`config.mk`:
```
export PLATFORM = sky130hd
export DESIGN_NAME = vx_rsp_router
export DESIGN_NICKNAME = d
export VERILOG_FILES = /design/src/rtl/vx_rsp_router_pkg.sv /design/src/rtl/vx_index_fifo.sv /design/src/rtl/vx_rsp_router.sv
export SDC_FILE = /design/constraint.sdc
export NUM_CORES = 1
export LEC_CHECK = 0
export ABC_AREA = 1
export CAP_MARGIN = 20
export CORE_ASPECT_RATIO = 1.5
export CORE_MARGIN = 5
export CORE_UTILIZATION = 45
export DETAILED_ROUTE_END_ITERATION = 8
export PLACE_DENSITY_LB_ADDON = 0.1
export SLEW_MARGIN = 15
export SYNTH_ARGS = -nofsm -noshare
export SYNTH_HDL_FRONTEND = slang
export SYNTH_HIERARCHICAL = 1
export SYNTH_SLANG_ARGS = --single-unit
```
`constraint.sdc`:
```
create_clock -name clk -period 2.9 [get_ports clk]
set_input_delay 0.435 -clock clk [delete_from_list [all_inputs] [get_ports clk]]
set_output_delay 0.435 -clock clk [all_outputs]
set_load 0.005 [all_outputs]
```
`src/rtl/vx_rsp_router_pkg.sv`:
```
// Shared helpers for the response router slice.
// Widths are derived locally from parameters; only the log2 helper is shared.
package vx_rsp_router_pkg;

  function automatic int unsigned LOG2UP(input int unsigned n);
    return (n > 1) ? $clog2(n) : 1;
  endfunction

endpackage

```
`src/rtl/vx_index_fifo.sv`:
```
// Parameterised depth/width FIFO with occupancy count, full and empty flags.
// DEPTH must be a power of two so the pointers wrap naturally.
module vx_index_fifo
  import vx_rsp_router_pkg::*;
#(
  parameter int unsigned DEPTH     = 8,
  parameter int unsigned WIDTH     = 2,
  parameter int unsigned CNT_WIDTH = LOG2UP(DEPTH) + 1
) (
  input  logic                 clk,
  input  logic                 rst_n,
  input  logic                 i_push,
  input  logic [WIDTH-1:0]     i_data,
  input  logic                 i_pop,
  output logic [WIDTH-1:0]     o_data,
  output logic [CNT_WIDTH-1:0] o_count,
  output logic                 o_full,
  output logic                 o_empty
);

  localparam int unsigned PTR_W = LOG2UP(DEPTH);

  logic [WIDTH-1:0]     r_mem [DEPTH];
  logic [PTR_W-1:0]     r_wr_ptr;
  logic [PTR_W-1:0]     r_rd_ptr;
  logic [CNT_WIDTH-1:0] r_count;
  logic                 w_push;
  logic                 w_pop;

  assign o_full  = (r_count == CNT_WIDTH'(DEPTH));
  assign o_empty = (r_count == '0);
  assign w_push  = i_push && !o_full;
  assign w_pop   = i_pop && !o_empty;
  assign o_data  = r_mem[r_rd_ptr];
  assign o_count = r_count;

  // Storage needs no reset: entries are only read once the count covers them.
  always_ff @(posedge clk) begin
    if (w_push) begin
      r_mem[r_wr_ptr] <= i_data;
    end
  end

  always_ff @(posedge clk or negedge rst_n) begin
    if (!rst_n) begin
      r_wr_ptr <= '0;
      r_rd_ptr <= '0;
      r_count  <= '0;
    end else begin
      if (w_push) begin
        r_wr_ptr <= r_wr_ptr + PTR_W'(1);
      end
      if (w_pop) begin
        r_rd_ptr <= r_rd_ptr + PTR_W'(1);
      end
      unique case ({w_push, w_pop})
        2'b10:   r_count <= r_count + CNT_WIDTH'(1);
        2'b01:   r_count <= r_count - CNT_WIDTH'(1);
        default: r_count <= r_count;
      endcase
    end
  end

endmodule

```
`src/rtl/vx_rsp_router.sv`:
```
// Response-return router: remembers the grant index of each issued request and
// steers in-order responses back to the winning requester through one output register.
module vx_rsp_router
  import vx_rsp_router_pkg::*;
#(
  parameter int unsigned NUM_REQS     = 4,
  parameter int unsigned DATA_WIDTH   = 32,
  parameter int unsigned MAX_PENDING  = 8,
  parameter int unsigned LOG_NUM_REQS = LOG2UP(NUM_REQS),
  parameter int unsigned CNT_WIDTH    = LOG2UP(MAX_PENDING) + 1
) (
  input  logic                    clk,
  input  logic                    reset,
  input  logic                    req_fire,
  input  logic [LOG_NUM_REQS-1:0] req_index,
  output logic                    req_ready,
  input  logic                    rsp_valid_in,
  input  logic [DATA_WIDTH-1:0]   rsp_data_in,
  output logic                    rsp_ready_in,
  output logic [NUM_REQS-1:0]     rsp_valid_out,
  output logic [DATA_WIDTH-1:0]   rsp_data_out,
  input  logic [NUM_REQS-1:0]     rsp_ready_out,
  output logic [CNT_WIDTH-1:0]    pending_count,
  output logic                    overflow_err,
  output logic                    underflow_err
);

  logic                    r_out_valid;
  logic [LOG_NUM_REQS-1:0] r_out_idx;
  logic [DATA_WIDTH-1:0]   r_out_data;
  logic                    r_overflow;
  logic                    r_underflow;

  logic                    w_full;
  logic                    w_empty;
  logic [LOG_NUM_REQS-1:0] w_head_idx;
  logic                    w_push;
  logic                    w_accept;
  logic                    w_sel_ready;
  logic                    w_out_drain;

  vx_index_fifo #(
    .DEPTH     (MAX_PENDING),
    .WIDTH     (LOG_NUM_REQS),
    .CNT_WIDTH (CNT_WIDTH)
  ) u_index_fifo (
    .clk     (clk),
    .rst_n   (reset),
    .i_push  (w_push),
    .i_data  (req_index),
    .i_pop   (w_accept),
    .o_data  (w_head_idx),
    .o_count (pending_count),
    .o_full  (w_full),
    .o_empty (w_empty)
  );

  // Readiness comes from the registered count only, so a pop never frees a
  // slot for a same-cycle push and a fresh index is poppable one cycle later.
  assign req_ready    = !w_full;
  assign w_push       = req_fire && req_ready;
  assign w_out_drain  = r_out_valid && w_sel_ready;
  assign rsp_ready_in = !w_empty && (!r_out_valid || w_out_drain);
  assign w_accept     = rsp_valid_in && rsp_ready_in;

  // Selected requester's ready; bits other than the buffered index are ignored.
  always_comb begin
    w_sel_ready = 1'b0;
    for (int unsigned i = 0; i < NUM_REQS; i++) begin
      if (r_out_idx == LOG_NUM_REQS'(i)) begin
        w_sel_ready = rsp_ready_out[i];
      end
    end
  end

  always_comb begin
    rsp_valid_out = '0;
    for (int unsigned i = 0; i < NUM_REQS; i++) begin
      rsp_valid_out[i] = r_out_valid && (r_out_idx == LOG_NUM_REQS'(i));
    end
  end

  assign rsp_data_out  = r_out_data;
  assign overflow_err  = r_overflow;
  assign underflow_err = r_underflow;

  always_ff @(posedge clk or negedge reset) begin
    if (!reset) begin
      r_out_valid <= 1'b0;
      r_out_idx   <= '0;
      r_out_data  <= '0;
    end else if (w_accept) begin
      r_out_valid <= 1'b1;
      r_out_idx   <= w_head_idx;
      r_out_data  <= rsp_data_in;
    end else if (w_out_drain) begin
      r_out_valid <= 1'b0;
    end
  end

  always_ff @(posedge clk or negedge reset) begin
    if (!reset) begin
      r_overflow  <= 1'b0;
      r_underflow <= 1'b0;
    end else begin
      if (req_fire && !req_ready) begin
        r_overflow <= 1'b1;
      end
      if (rsp_valid_in && w_empty) begin
        r_underflow <= 1'b1;
      end
    end
  end

endmodule

```
==> results summary, run 1 <==
The register clock-pin slew on the reported worst setup and hold paths came out at 70 ps. The number of DRC violations after detailed-routing iteration 0 is 183. For this design the static power due to leakage is 0.001907 µW. The TritonCTS sink count is 63. The count of yosys warnings during synthesis is 6.

The average instance in the mapped netlist occupies 8.986 µm². The synthesized design spends more area on one cell type than any other, namely dfrtp_1. The detailed placement HPWL is 4811 µm. The overall overflow remaining after global route is 0. The count of nets after finishing is 467.

After synthesis, the largest family of logic cells by area is simple AND/OR/NAND/NOR gates. TritonCTS built the clock tree. By instance count, the leading cell after synthesis is nand2_1. In the synthesized netlist, mux cells make up 0% of the area. After synthesis, the cell types taking the most area are dfrtp_1 39%, edfxtp_1 16%, nand2_1 15%. The complex-gate fraction of the synthesized area is 1.330%.

The number of nets with antenna violations after routing is 0. The count of state elements after synthesis came out at 63. The time the worst path needs with I/O delays and setup came out at 2521 ps. The average wire per standard cell is 13.53 µm.

The tree is rooted in a clkbuf_8. The starting density of the core came out at 46.09%. The adder-cell area share of the yosys netlist is 2.743%. Of the available clock period, the critical path in the final layout requires 86.92%. The worst hold path belongs to the class in2async. The post-route setup TNS is 0 ps. Detailed routing inserted a total of 2501 vias. Ranked by instance count, the synthesized netlist is headed by 124 x nand2_1, 47 x dfrtp_1, 34 x nand4_1, 28 x inv_1, 23 x nor2_1.

The number of slew-limit violations in the final report is 0. The number of nets handed over by synthesis was 383. The arrival time of the worst setup path came out at 2740 ps.

The core area came out at 6531 µm². The synthesized netlist devotes 1.746% of its cell area to XOR and XNOR gates. For this run, the leading register cell type out of synthesis is dfrtp_1. The number of setup buffers added after CTS is 0.

The relative area change from synthesis to final layout came out at 34.37%. In this run the tightest slew margin relative to its limit is 60.44%. The maximum clock frequency came out at 396.7 MHz. Of the cells placed in the final design, the portion with a size suffix greater than 1 is 7.547%.

Prior to clock tree synthesis, the placed netlist has a worst setup slack of 97.27 ps. Max-cap violations in this run came to 0. The number of top-level design ports came out at 86. The count of distinct cell types in the synthesized netlist is 30.

The total iterations of the first detailed-routing run is 4. The number of fill cells is 566. The total of hold buffers inserted after clock tree synthesis is 0. The required time of the worst setup path is 3120 ps.

Setup violations remaining at the end of the flow were counted as 0. The worst IR drop on VDD is 0.4519 mV. The floorplan die area came out at 8459 µm². The clock insertion delay at the later pin of the skew report came out at 330 ps. The final worst-path setup slack came out at 379.4 ps. The die boundary height is 110.2 µm. The mapped netlist covers 3010 µm².

The post-detailed-route DRC marker count is 0. The count of buffers from port buffering is 85. Once layout is done, the placed cells without fillers occupy 4045 µm².

The floorplan has 36 rows. The initial antenna violation count came to 0. The largest net degree at the start of global routing came out at 48. The number of H-tree branching levels came out at 3. The total track usage came out at 17.04%. The number of global-route vias before repair came out at 2511. The maximum clock insertion buffer count came out at 2.

The flow ran to the end, and the final reports show no timing, DRC or antenna violations. In this run the biggest area consumer among cell types represents 39.07% of the synthesized area. The capturing element type of the critical path is a register. In this run the worst path has a maximum fanout of 5. The die span in x is 76.78 µm. The repair_antennas step left the layout with diodes totalling 0. The number of buffers added by the clock tree synthesis step came out at 9. The final hold violation count came out at 0.

Synthesis produced 335 cells. The slew at the pin with the worst max-slew slack came out at 593.5 ps. The power density of the placed cells came out at 1045 nW/µm². The fraction of the mapped netlist area in simple logic gates came out at 31.01%. The weighted congestion reported at the end of routability-driven placement came out at 0.8283.

The post-cts repair resize count is 0. Sequential elements use 55.03% of the synthesized area. The clock arrives with 7.502 ps of skew.

For this run, asynchronously set or reset flops after synthesis account for 74.60%. The type of the worst setup path is reg2reg. The worst setup path is launched from a register. After detailed placement, the total cell area comes to 3860 µm².

The number of synthesized flops with an enable pin came out at 16. Setup repair after global routing left no endpoint under its margin. Dividing the detail-routed via count by the number of cells gives 5.002. The wire length of the first global-routing pass came out at 11540 µm. The routed wire length came out at 6767 µm.
## through the flow
stage	utilization, %	instances	hold slack (ps)	power (µW)
2_1_floorplan	-	335	139.4	2742
3_3_place_gp	59.10	484	437.7	3550
3_5_place_dp	59.10	484	453.7	3592
4_1_cts	61.90	500	325.9	4291
5_1_grt	61.93	500	140.6	4636
6_report	61.93	500	102.7	4228
## report_power, final
group	switching [µW]	leakage [µW]	internal, µW
Combinational	997	0.00110	1000
Sequential	279	0.000718	1270
Clock	329	0.0000917	354
Total	1600	0.00191	2620
## worst max-delay path, cell delays in order, from the launching register on
cell and delay [ps]:
dfrtp_1 430, nor2_2 160, nand3_1 120, inv_1 130, clkinv_1 120, nand4_4 110, inv_1 50, nand2_1 140
inv_1 90, ha_1 240, ha_1 320, or2_2 300, nand2_1 70, nand2_1 40, nand3_1 60, nand2_1 50
## registers in the layout, summed over array words and instances (netlist names)
register               flops
u_index_fifo/o_count       4
u_index_fifo/r_rd_ptr      3
r_out_valid                1
rsp_data_out              32
u_index_fifo/r_wr_ptr      3
u_index_fifo/r_mem        16
r_out_idx                  2
underflow_err              1
overflow_err               1
## layer usage
metal / track usage [%] / share of wire, % / up-vias
li1: - / - / 1254
met1: 19.18 / 42 / 1177
met2: 30.56 / 52 / 64
met3: 4.146 / 5.4 / 6
met4: 7.375 / 1.1 / 0
met5: 0 / 0 / -
## cells in the final DEF (no fill, tap or decap)
cell	count
nand3_1	5
inv_2	2
o21bai_1	1
clkinv_1	1
nand2_4	1
clkbuf_8	11
nor3_4	1
nand2_2	1
nor3_1	11
nor2_2	1
buf_4	6
nor2_1	23
edfxtp_1	16
clkinvlp_4	2
ha_1	5
nand4_1	34
a21o_1	1
nor2_4	1
o21ai_0	4
xor2_1	2
xnor2_1	4
dfrtp_1	47
nand2_1	124
inv_1	28
nand3_2	1
or2_2	1
fa_1	1
nand4_4	1
clkdlybuf4s50_1	84
a21oi_1	1
inv_4	1
clkinv_2	2
## layout make-up
class,count,area (µm²),share of cell area (%)
flip-flops and latches,63,1657,40.95
multi-input cells,224,1109,27.40
repair buffers,90,885.9,21.90
clock buffers,11,151.4,3.743
inverters,31,116.4,2.877
well taps,76,95.09,2.351
clock inverters,5,31.28,0.7733
## final timing paths
| kind | end | slack [ps] | start | cells past startpoint |
|---|---|---|---|---|
| hold reg to reg | underflow_err | 470 | underflow_err | 1 |
| hold / removal | rsp_data_out[31] | 100 | reset | 1 |
| max in group asynchronous | rsp_data_out[29] | 2390 | reset | 1 |
| min in group clk | underflow_err | 470 | underflow_err | 1 |
| setup / recovery | u_index_fifo/o_count[3] | 380 | u_index_fifo/o_count[1] | 15 |
| setup reg to reg | u_index_fifo/o_count[3] | 380 | u_index_fifo/o_count[1] | 15 |
## logic make-up after synthesis
logic type | Yosys count
buffers and inverters | 48
DFF | 63
adders and majority gates | 6
and+or+nand+nor | 205
AOI/OAI and AO/OA | 7
xor gates and xnor gates | 6
(Power assumes the default switching activity.)
==> inputs of run 2 (changes only) <==
--- a/config.mk
+++ b/config.mk
@@ -9,7 +9,7 @@
 export CAP_MARGIN = 20
 export CORE_ASPECT_RATIO = 1.5
 export CORE_MARGIN = 5
-export CORE_UTILIZATION = 45
+export CORE_UTILIZATION = 48
 export DETAILED_ROUTE_END_ITERATION = 8
 export PLACE_DENSITY_LB_ADDON = 0.1
 export SLEW_MARGIN = 15
==> run 2 against run 1 <==
Sequential cell count unchanged. Register-to-register slack barely moved. Critical endpoint unchanged. Global-route usage up 1.4 points. Core utilization rose by 4.7 points. Highest routed layer unchanged. Largest power group unchanged. Critical path type unchanged. Clock power grew 19%. Hold slack worse by 44 ps. Clock-buffer cell count increased by 1. Non-clock buffer count is the same.
==> results summary, run 2 (synthesis gave the netlist of run 1 again) <==
The flow ran to the end, and the final reports show no timing, DRC or antenna violations. The critical path goes through nor2_2 > nand3_1 > inv_1 > clkinv_1 > nand4_4 > inv_1 > nand2_1 > inv_1 > ha_1 > ha_1 > or2_2 > nand2_1 > nand2_1 > nand3_1 > nand2_1. The detailed placement HPWL was 4953 µm (+3.0%). The number of H-tree branching levels came out at 3 (unchanged).

The core area is 6131 µm² (-6.1%). The via-per-instance ratio was 5.094 (+1.8%). The number of standard cells in the layout, taps in and fillers out came out at 498 (-0.40%). The die span in x was 74.66 µm (-2.8%). The total iterations of the first detailed-routing run is 4 (unchanged). The switching part of the total is 36.84% (-1.1 points).

The post-cts repair resize count is 0 (unchanged). The register-to-register setup slack came to 380 ps (about the same). The floorplan die area came out at 7988 µm² (-5.6%). The number of slew-limit violations in the final report is 0 (unchanged).

The number of setup buffers added after CTS was 0 (unchanged). The number of placement rows came to 35 (-2.8%). The longest individual stage delay on the worst path is 430 ps (about the same).

The wire length of the first global-routing pass is 11340 µm (-1.7%). The initial antenna violation count came to 0 (unchanged). The largest net degree at the start of global routing is 36 (-25%). The weighted congestion reported at the end of routability-driven placement was 0.8757 (+5.7%).

The clock insertion delay at the later pin of the skew report came out at 330 ps (about the same). The largest driver fanout on the critical path came to 5 (unchanged). The internal power contribution came out at 2743 µW (+4.6%). Setup repair after global routing left no endpoint under its margin. The register clock-pin slew on the reported worst setup and hold paths came to 70 ps (about the same).

The starting density of the core came out at 49.10% (+3.0 points). The number of nets with antenna violations after routing came out at 0 (unchanged). The combinational power share came to 45.6% (-1.7 points). The post-route setup TNS is 0 ps (unchanged).

The library cell used most frequently in the layout, excluding fill and tap cells, is nand2_1. The number of fill cells came to 532 (-6.0%). The maximum clock frequency is 397.1 MHz (about the same). The number of endpoints failing setup at the final stage came out at 0 (unchanged). STA classifies the critical path endpoint as a register. The overall overflow remaining after global route is 0 (unchanged). The worst IR drop on VDD came out at 0.5066 mV (+12%).

The worst-case reg-to-reg path depth came out at 15 (unchanged). The overall via count from detail_route was 2537 (+1.4%). The final critical-path share of the clock period is 86.85% (about the same). TritonCTS built the clock tree.

The cell at the slowest stage of the critical path is dfrtp_1. STA classifies the critical path startpoint as a register. The final worst clock skew came out at 7.277 ps (-0.2248 ps). The area growth from synthesis to layout is 35.62%. The power density of the placed cells is 1064 nW/µm² (+1.8%). The critical path in this run is classified as reg2reg. The switching power total came out at 1600 µW (-0.29%). The total of hold buffers inserted after clock tree synthesis is 0 (unchanged).

The die boundary height is 107.0 µm (-2.9%). The count of nets after finishing came to 467 (unchanged). The number of top-level design ports came out at 86 (unchanged). The number of global-route vias before repair was 2464 (-1.9%).

The fraction of final layout cells with drive strength greater than 1 came out at 7.547% (unchanged). The routed wire length came out at 6884 µm (+1.7%). The endpoint identified for the worst register-to-register timing path is u_index_fifo/o_count[3]. In this design, the critical path's most frequently occurring cell is nand2_1. The slew at the pin with the worst max-slew slack came out at 781.5 ps (+188.1 ps). The number of DRC violations after detailed-routing iteration 0 is 119 (-35%). The leakage power summed over all cells came to 0.001930 µW (+1.2%). The number of buffers added by the clock tree synthesis step came out at 9 (unchanged). The worst hold path belongs to the class in2async. The required time of the worst setup path came out at 3120 ps (about the same).

The flip-flop count of the largest register, all copies and words added is 32 (unchanged). The time the worst path needs with I/O delays and setup is 2519 ps (-2.057 ps). The library cells used most frequently in the layout, excluding fill and tap cells, are 124 x nand2_1, 84 x clkdlybuf4s50_1, 47 x dfrtp_1, 34 x nand4_1, 28 x inv_1.

The post-placement cell count is 482 (-0.41%). The reported max-cap violation count came out at 0 (unchanged). The clock share of power was 18.8% (+2.6 points). The diode insertion count for antenna repair came to 0 (unchanged). The average wire per standard cell is 13.82 µm (+2.1%).

The count of buffers from port buffering came out at 85 (unchanged). The maximum clock insertion buffer count is 2 (unchanged). The headroom to the max-slew limit came out at 47.78% (-13 points).

The total track usage came to 18.40% (+1.4 points). The portion of total power attributed to sequential cells came out at 35.6% (-1.0 points). The arrival time of the worst setup path came to 2740 ps (about the same). The post-detailed-route DRC marker count is 0 (unchanged).

The TritonCTS sink count is 63 (unchanged). The root buffer cell chosen for the clock tree is clkbuf_8. In this run the critical register-to-register path is launched from u_index_fifo/o_count[1]. The final hold violation count is 0 (unchanged).
## run 2: cell count changes in the layout (fill, tap and decap cells not counted)
cell,delta
clkbuf_16,+1
clkinv_2,-1
bufinv_16,+1
buf_2,+1
clkinvlp_4,-1
buf_4,-1
## run 2: worst max path at each step
stage | to | startpoint
floorplan | u_index_fifo/o_count[3] | u_index_fifo/o_count[1]
global placement | u_index_fifo/o_count[3] | rsp_ready_out[3]
detailed placement | u_index_fifo/o_count[3] | rsp_ready_out[3]
CTS | u_index_fifo/o_count[3] | u_index_fifo/o_count[1]
global route | u_index_fifo/o_count[3] | u_index_fifo/o_count[1]
finish | u_index_fifo/o_count[3] | u_index_fifo/o_count[1]
## run 2: metrics by stage
stage	worst slack (ps)	util [%]	area, µm²	hold slack (ps)	power, µW
after global placement	147.3	62.92	3857	433.9	3516
after floorplan	310.5	-	3010	139.4	2742
after CTS	359.6	66.59	4083	70.35	4404
after detailed placement	135.0	62.92	3857	438.1	3570
after global routing	171.7	66.59	4083	76.56	4729
final	381.5	66.59	4083	59.09	4344
## run 2: cell type report
cell class	instances	area (µm²)	area share, %
sequential	63	1657	40.58
clock buffer	12	176.4	4.321
multi-input combinational	224	1109	27.15
clock inverter	4	48.80	1.195
inverter	31	116.4	2.850
tap	74	92.59	2.268
timing repair buffer	90	883.3	21.64
## run 2: critical path: cells and delay by family, from the launching register on
| family | cells | cell delay (ps) |
|---|---|---|
| flops | 1 | 430 |
| buf+inv | 4 | 380 |
| fa+ha+maj | 2 | 540 |
| simple gates | 9 | 1040 |
## run 2: power groups by stage
stage	clock (µW)	combinational, µW	sequential [µW]
3_5_place_dp	0	2010	1560
4_1_cts	838	2020	1550
2_1_floorplan	0	1230	1510
6_report	815	1980	1550
3_3_place_gp	0	1970	1550
5_1_grt	874	2250	1610
## run 2: per-layer routing
metal	vias up	routed length, µm	GRT usage (%)
li1	1257	-	-
met1	1200	2795	21.50
met2	67	3525	31.82
met3	13	441	4.878
met4	0	121	6.361
met5	-	0	0
==> inputs of run 3 (changes only) <==
--- a/config.mk
+++ b/config.mk
@@ -5,11 +5,9 @@
 export SDC_FILE = /design/constraint.sdc
 export NUM_CORES = 1
 export LEC_CHECK = 0
-export ABC_AREA = 1
 export CAP_MARGIN = 20
 export CORE_ASPECT_RATIO = 1.5
-export CORE_MARGIN = 5
-export CORE_UTILIZATION = 48
+export CORE_UTILIZATION = 46
 export DETAILED_ROUTE_END_ITERATION = 8
 export PLACE_DENSITY_LB_ADDON = 0.1
 export SLEW_MARGIN = 15
==> run 3 against run 2 <==
Clock-buffer cell count is the same. Power is essentially flat. Synthesized cell count shrank 44%. Die area shrank 21%. Sequential share of layout area grew 0.89 points. Global-route usage grew 0.63 points. Worst setup slack lost 150 ps. Critical path depth shrank 6. Clock skew is essentially flat.
==> results summary, run 3 <==
TritonCTS built the clock tree. The portion of synthesized cell area occupied by the leading cell type is 42.44% (+3.4 points). The fraction of final layout cells with drive strength greater than 1 is 24.49% (+17 points). The largest net degree at the start of global routing is 34 (-5.6%). The count of buffers from port buffering is 85 (unchanged). The initial antenna violation count is 0 (unchanged).

The count of state elements after synthesis is 63 (unchanged). The floorplan die area came out at 6346 µm² (-21%). The number of cells produced by synthesis is 186 (-44%). The leakage power summed over all cells came out at 0.001612 µW (-16%). The cell sitting at the root of the clock tree is a clkbuf_8. Summed over all instances, the cell type with the most area after synthesis is dfrtp_1. In the layout the commonest cells are 84 x clkdlybuf4s50_1, 46 x dfrtp_1, 31 x mux2_2, 16 x edfxtp_1, 13 x buf_4.

The final hold violation count was 0 (unchanged). The count of yosys warnings during synthesis came to 6 (unchanged). The number of endpoints failing setup at the final stage is 0 (unchanged).

The number of synthesized flops with an enable pin came to 16 (unchanged). The most used flip-flop cell after synthesis is dfrtp_1. The number of slew-limit violations in the final report is 0 (unchanged). The arrival time of the worst setup path is 2860 ps (+120 ps).

The clock insertion delay at the later pin of the skew report came to 330 ps (about the same). The maximum clock frequency was 375.0 MHz (-5.6%). The destination of the worst register-to-register timing path is u_index_fifo/o_count[3]. The via-per-instance ratio is 5.060 (-0.67%). The overall via count from detail_route is 1852 (-27%). The starting density of the core is 47.90% (-1.2 points). Setup repair after global routing left no endpoint under its margin.

The diode insertion count for antenna repair is 0 (unchanged). The register clock-pin slew on the reported worst setup and hold paths came out at 70 ps (about the same). The worst setup path is launched from a register. The per-instance average area after synthesis is 14.90 µm² (+66%). The time the worst path needs with I/O delays and setup is 2667 ps (+148.2 ps).

The number of placement rows was 34 (-2.9%). The average wire per standard cell is 15.04 µm (+8.8%). The register-to-register setup slack came out at 230 ps (-150 ps). The post-detailed-route DRC marker count came out at 0 (unchanged). The synthesized net count came out at 234 (-39%). The number of nets with antenna violations after routing is 0 (unchanged). The final worst-path setup slack came to 233.2 ps (-148.2 ps).

The die span in x came to 65.38 µm (-12%). The worst-case reg-to-reg path depth came out at 9 (-6). The slew at the pin with the worst max-slew slack came out at 517.1 ps (-264.4 ps).

The final critical-path share of the clock period came to 91.96% (+5.1 points). After synthesis, the cell types taking the most area are dfrtp_1 42%, edfxtp_1 17%, mux2_2 13%. The post-layout utilization of the core is 69.10% (+2.5 points). The path class of the tightest hold or removal check is in2async. The wire length of the first global-routing pass was 9121 µm (-20%).

The number of buffers added by the clock tree synthesis step was 9 (unchanged). The total track usage came out at 19.03% (+0.63 points). The core area came out at 5786 µm² (-5.6%).

The maximum clock insertion buffer count came out at 2 (unchanged). The number of DRC violations after detailed-routing iteration 0 came to 55 (-54%). The run finished with clean final reports. The worst IR drop on VDD is 0.5904 mV (+17%). The proportion of synthesized flip-flops having asynchronous set or reset came out at 74.60% (unchanged). The routed wire length was 5504 µm (-20%). The weighted congestion reported at the end of routability-driven placement came out at 0.7613 (-13%). The headroom to the max-slew limit is 65.53% (+18 points). By startpoint and endpoint, the worst setup path is classified as reg2reg. The count of nets after finishing is 337 (-28%). The most common cell after layout, fill and taps aside is clkdlybuf4s50_1. The termination of the worst setup path is u_index_fifo/o_count[3].

The die boundary height was 97.07 µm (-9.3%). The launching point of the worst reg2reg path is u_index_fifo/o_count[0]. The total iterations of the first detailed-routing run is 4 (unchanged). By count the netlist is led by 47 x dfrtp_1, 31 x mux2_2, 16 x edfxtp_1, 7 x nor2_1.

The power density of the placed cells was 1086 nW/µm² (+2.0%). The largest driver fanout on the critical path is 8 (+3). The overall overflow remaining after global route is 0 (unchanged). Tracing the worst setup path back leads to its startpoint at u_index_fifo/o_count[0]. Among all cell types in the netlist, the one instantiated most often is dfrtp_1.

The final worst clock skew is 7.469 ps (+0.1915 ps). The number of top-level design ports came out at 86 (unchanged). The worst slack after detailed placement was -18.68 ps (-153.7 ps).

The number of setup buffers added after CTS came out at 0 (unchanged). The flip-flop count of the largest register, all copies and words added came to 32 (unchanged). The count of distinct cell types in the synthesized netlist came to 43 (+43%). The reported max-cap violation count came out at 0 (unchanged). The part of the Yosys area used for sequential elements came out at 59.77% (+4.7 points). The smallest hold slack came to 74.97 ps (+15.88 ps).

The number of H-tree branching levels came out at 3 (unchanged). The detailed placement HPWL is 4129 µm (-17%). The worst setup path is captured at a register. The number of global-route vias before repair was 1930 (-22%). The required time of the worst setup path is 3100 ps (-20 ps). The netlist area before placement is 2771 µm² (-7.9%). The TritonCTS sink count came out at 63 (unchanged). The area growth from synthesis to layout is 44.24%.
## run 3: changes by cell type in the layout (fill, tap and decap cells not counted), moves of 3 or more
cell,delta
nand2_1,-118
nand4_1,-34
mux2_2,+31
inv_1,-22
nor2_1,-16
nor3_1,-9
buf_4,+8
mux2_1,+5
mux4_2,+4
nand2b_1,+4
mux2i_1,+3
nor2b_1,+3
nor3b_1,+3
o21ai_0,-3
## run 3: what timing repair did
item,4_1_cts,5_1_grt
endpoints found under the setup margin,0,1
hold buffers,0,0
resized for setup,0,1
## run 3: metal layers
layer / vias up / global-route usage (%) / part of all wire (%)
met2: 55 / 32.20 / 52
li1: 885 / - / -
met4: 0 / 7.358 / 1.3
met1: 906 / 22.49 / 40
met3: 6 / 5.164 / 5.9
met5: - / 0 / 0
## run 3: how the worst min path moves through the flow
stage                                  end
after detailed placement  rsp_data_out[30]
after floorplan               overflow_err
final                     rsp_data_out[24]
after global routing      rsp_data_out[24]
after CTS                 rsp_data_out[27]
after global placement    rsp_data_out[22]
## run 3: kinds of logic (layout without fill, tap and decap cells)
kind of cell / count (synthesis) / count (layout) / synth area share, %
flip-flops: 63 / 63 / 59.77
multiplexers: 44 / 44 / 19.46
AND/OR/NAND/NOR: 38 / 38 / 7.946
AO/OA/AOI/OAI: 15 / 15 / 5.147
buffers and inverters: 14 / 122 / 2.799
adder cells (fa/ha/maj): 6 / 6 / 2.980
XOR/XNOR: 6 / 6 / 1.896
## run 3: final cells by class
type                    count  area, µm²
well taps                  72      90.09
inverters                   8      30.03
flip-flops and latches     63       1658
fillers                   446       1788
multi-input cells         109       1052
repair buffers             98      943.4
clock inverters             4      68.82
clock buffers              12      155.1
## run 3: worst max-delay path: stages, from the launching register on
cell	delay (ps)
dfrtp_2	480
or4b_4	610
inv_2	90
nor2b_1	80
nand2_4	90
ha_1	200
ha_1	260
or4b_1	500
o311ai_0	110
o211ai_1	120
## run 3: report_power, final
part	switching (µW)	internal, µW
combinational	679	1230
sequential	294	1290
clock	316	527
## run 3: stage by stage
stage          power (µW)  area [µm²]  instances  setup TNS [ps]
3_5_place_dp         3531        3765        350          -18.68
5_1_grt              4632        3998        366               0
3_3_place_gp         3466        3765        350               0
4_1_cts              4387        3989        366               0
6_report             4340        3998        366               0
2_1_floorplan        2573        2779        186               0
